`src/rtl/instr_fetch_unit.sv`:
```
// instr_fetch_unit: fetch FSM; pulses mem_rd_req at pc_out (mem_addr), latches mem_rd_data into IR (opcode/rs/rt/offset), handles pc_load redirects, counts delivered instructions
module instr_fetch_unit #(
  parameter int ADDR_W = 32,
  parameter int PC_STEP = 4,
  parameter logic [ADDR_W-1:0] RESET_PC = '0,
  parameter int CNT_W = 16
) (
  input  logic              clk,
  input  logic              reset,
  input  logic              fetch_en,
  input  logic              pc_load,
  input  logic [ADDR_W-1:0] pc_load_val,
  input  logic              ir_ack,
  input  logic [31:0]       mem_rd_data,
  input  logic              mem_rd_valid,
  output logic              mem_rd_req,
  output logic [ADDR_W-1:0] mem_addr,
  output logic [ADDR_W-1:0] pc_out,
  output logic              ir_valid,
  output logic [5:0]        opcode,
  output logic [4:0]        rs,
  output logic [4:0]        rt,
  output logic [15:0]       offset,
  output logic [CNT_W-1:0]  fetch_count
);
  typedef enum logic [1:0] {IDLE, REQ, WAIT, HOLD} state_t;
  state_t state, state_n;
  logic [31:0] ir;
  logic discard, take, drop;
  assign drop = state == WAIT && mem_rd_valid && (discard || pc_load);
  assign take = state == WAIT && mem_rd_valid && !discard && !pc_load;
  always_comb begin
    state_n = state;
    case (state)
      IDLE: state_n = fetch_en ? REQ : IDLE;
      REQ: state_n = WAIT;
      WAIT: state_n = drop ? REQ : take ? HOLD : WAIT;
      HOLD: state_n = (pc_load || ir_ack) ? (fetch_en ? REQ : IDLE) : HOLD;
      default: state_n = IDLE;
    endcase
  end
  always_ff @(posedge clk or posedge reset) begin
    if (reset) begin
      state <= IDLE;
      pc_out <= RESET_PC;
      ir <= '0;
      discard <= 1'b0;
      fetch_count <= '0;
    end else begin
      state <= state_n;
      pc_out <= pc_load ? pc_load_val : take ? pc_out + ADDR_W'(PC_STEP) : pc_out;
      if (take) ir <= mem_rd_data;
      if (take && fetch_count != '1) fetch_count <= fetch_count + CNT_W'(1);
      discard <= (state == WAIT && mem_rd_valid) ? 1'b0 :
                 (pc_load && (state == REQ || state == WAIT)) ? 1'b1 : discard;
    end
  end
  assign mem_rd_req = state == REQ;
  assign mem_addr = pc_out;
  assign ir_valid = state == HOLD;
  assign opcode = ir[31:26];
  assign rs = ir[25:21];
  assign rt = ir[20:16];
  assign offset = ir[15:0];
endmodule

```
`config.mk`:
```
export PLATFORM = sky130hd
export DESIGN_NAME = instr_fetch_unit
export DESIGN_NICKNAME = d
export VERILOG_FILES = /design/src/rtl/instr_fetch_unit.sv
export SDC_FILE = /design/constraint.sdc
export NUM_CORES = 1
export LEC_CHECK = 0
export CORE_MARGIN = 1
export CORE_UTILIZATION = 46
export DETAILED_ROUTE_END_ITERATION = 12
export PLACE_DENSITY = 0.87
export SETUP_SLACK_MARGIN = 0.2
export SKIP_LAST_GASP = 1
export SYNTH_ARGS = -nofsm -noshare
export SYNTH_HDL_FRONTEND = slang
export SYNTH_SLANG_ARGS = --single-unit
```
`constraint.sdc`:
```
create_clock -name clk -period 5.38 [get_ports clk]
set_input_delay 0.807 -clock clk [delete_from_list [all_inputs] [get_ports clk]]
set_output_delay 0.807 -clock clk [all_outputs]
set_load 0.03 [all_outputs]
```
==> flow_metrics.env <==
export IMPL_status="complete, no violations"
export IMPL_ys_seq_elements=83
export IMPL_first_pass_iters=6
export IMPL_grt_ovfl_total=0
export IMPL_antenna_found_initial=0
export IMPL_clkSinkCount=83
export IMPL_fin_cells=711
export IMPL_grt_pass1_wl_microns=17700
export IMPL_grt_usage=0.231
export IMPL_cts_tree="done"
export IMPL_clockBufferDepth=2
export IMPL_relSlewSlack=0.327
export IMPL_critPathMaxFanout=35
export IMPL_synth_cell_types=40
export IMPL_num_vias=3700
export IMPL_setup_viol=0
export IMPL_port_buffers=183
export IMPL_grt_setup_unrepaired="no"
export IMPL_synth_avg_cell_area_sq_um=9.25
export IMPL_pwr_density_cell_nw_per_um2=393
export IMPL_route_detailed_drc=0
export IMPL_p_leak_uw=0.00263
export IMPL_htreeDepth=3
export IMPL_post_cts_resized=0
export IMPL_post_drt_wl_per_cell_microns=14.9
export IMPL_period_share=0.501
export IMPL_first_global_vias=3591
export IMPL_peakVddDrop_mv=0.294
export IMPL_antenna_cells=0
export IMPL_worstSetupEndpointType="flip-flop"
export IMPL_min_path_type="flip-flop to flip-flop"
export IMPL_final_cell_mix="clkdlybuf4s50_1 (182), nand2_1 (139), dfrtp_1 (83)"
export IMPL_clock_latency_ps=340
export IMPL_fp_coreArea_sq_um=8720
export IMPL_synth_seq_area_share=0.500
export IMPL_numCtsBuffers=9
export IMPL_syn_area_sq_um=4150
export IMPL_fp_dieW_microns=97.0
export IMPL_postCtsSetupBuffers=0
export IMPL_setup_tns_final_ps=0
export IMPL_dp_cells=696
export IMPL_ys_dominant_reg_cell="dfrtp_1"
export IMPL_maxSlewViolCount=0
export IMPL_nets=675
export IMPL_tightest_slew_ps=1010
export IMPL_start_util=0.476
export IMPL_drv_cap=0
export IMPL_die_h_microns=97.0
export IMPL_drt_wl_total_microns=10600
export IMPL_critical_path_required_ps=5600
export IMPL_ys_warnings_count=0
export IMPL_worstSetupPathType="input port to flip-flop"
export IMPL_synthArstFlopShare=1.00
export IMPL_finClkSkew_ps=12.0
export IMPL_io_pins=184
export IMPL_syn_instance_count=449
export IMPL_drive_above_1_share=0.0514
export IMPL_postCtsHoldBufs=0
export IMPL_row_count=34
export IMPL_timing_final_crit_period_ps=2700
export IMPL_worst_ep_arrival_time_ps=2920
export IMPL_cts_root_buf="clkbuf_8"
export IMPL_antenna_left=0
export IMPL_hold_viol_final=0
export IMPL_crit_family="simple AND/OR/NAND/NOR gates"
export IMPL_synth_edf_count=0
export IMPL_slowest_delay_ps=590
export IMPL_fp_dieArea_sq_um=9410
export IMPL_grt_max_degree=67
export IMPL_area_growth_pct=45.7
export IMPL_detail_route_iter0_violations=104
export IMPL_clkTransAtPathRegs_ps=80
export IMPL_max_freq_mhz=371
export IMPL_cp_slowest_cell="clkdlybuf4s50_1"
export IMPL_dp_hpwl_microns=7730
export IMPL_startpoint_type="input port"
export IMPL_viasPerCell=5.20
export IMPL_place_congestion=0.790
export IMPL_crit_buf_inv=2
export IMPL_crit_path_cell_trace="clkdlybuf4s50_1 -> or3b_1 -> buf_4 -> or3_4 -> nor2_2 -> mux2_1"
export IMPL_synth_fp_nets=525
export IMPL_final_common_cell="clkdlybuf4s50_1"
==> where the power goes <==
part	internal, uW	total, uW	switching [uW]	leakage [uW]
clock	259	477	218	0.000106
combinational	422	997	575	0.00148
sequential	776	902	126	0.00105
total	1460	2380	920	0.00263
==> final timing paths <==
kind                                    startpoint                          end  slack, ps  depth (start not counted)
worst min-delay path             ir[5]$_DFFE_PP0P_            ir[5]$_DFFE_PP0P_        480                          2
worst max register to register  state[0]$_DFF_PP0_  fetch_count[15]$_DFFE_PP0P_       2820                          8
worst max-delay path                  mem_rd_valid  fetch_count[15]$_DFFE_PP0P_       2680                          6
worst min register to register   ir[5]$_DFFE_PP0P_            ir[5]$_DFFE_PP0P_        480                          2
max in group asynchronous                    reset           ir[10]$_DFFE_PP0P_       3510                          3
min in group asynchronous                    reset           ir[13]$_DFFE_PP0P_        810                          2
==> per-layer routing <==
layer,track usage,wire (microns),share of wire,vias to the layer above
met5,0,0,0,-
met4,0.0700,135,0.013,0
met3,0.0744,907,0.085,14
met2,0.386,5290,0.50,168
met1,0.286,4270,0.40,1762
li1,-,-,-,1756
==> synth_stat cells, drive strengths merged (3+ instances only) <==
cell type	n	area, sq um
buf	35	254
nor3	6	35.0
and3	7	43.8
a21oi	7	35.0
nand4	13	81.3
clkbuf	12	45.0
nand3	24	120
and4	3	26.3
mux2i	3	30.0
inv	5	18.8
nand2	139	522
xnor2	14	123
xor2	24	210
nand2b	3	21.3
ha	6	75.1
o21ai	31	155
nor2	11	43.8
nor4	4	55.1
mux2	6	67.6
dfrtp	83	2080
==> tightest hold or removal path, delay by kind of cell (launching register included) <==
kind	cells	cell delay [ps]
simple gates	2	100
flops	1	350
==> flip-flops by register name, summed over array words and instances (netlist names) <==
signal       flops
discard          1
fetch_count     16
ir              32
mem_addr        32
state            2
==> logic make-up after synthesis <==
logic type	after synthesis	synth area share
buffers and inverters	52	0.0765
adders and majority gates	6	0.0181
DFF	83	0.500
and+or+nand+nor	218	0.246
muxes	9	0.0235
xor gates and xnor gates	38	0.0801
AOI/OAI and AO/OA	43	0.0560
==> per-stage QoR <==
stage | setup WS [ps] | utilization | hold WS, ps | power (uW) | instance area, sq um
2_1_floorplan | 2440 | - | 490 | 1470 | 4150
3_3_place_gp | 2380 | 0.670 | 458 | 1880 | 5850
3_5_place_dp | 2360 | 0.670 | 464 | 1910 | 5850
4_1_cts | 2710 | 0.694 | 485 | 2390 | 6050
5_1_grt | 2590 | 0.694 | 514 | 2490 | 6050
6_report | 2680 | 0.694 | 484 | 2380 | 6050
==> area by class of cell <==
| class | instances | area (sq um) |
|---|---|---|
| repair buffers | 186 | 1850 |
| fillers | 645 | 2670 |
| flip-flops and latches | 83 | 2080 |
| clock inverters | 5 | 78.8 |
| inverters | 5 | 20.0 |
| well taps | 108 | 135 |
| clock buffers | 10 | 128 |
| multi-input cells | 314 | 1770 |
Note: power is estimated with default switching activity, not from simulation.
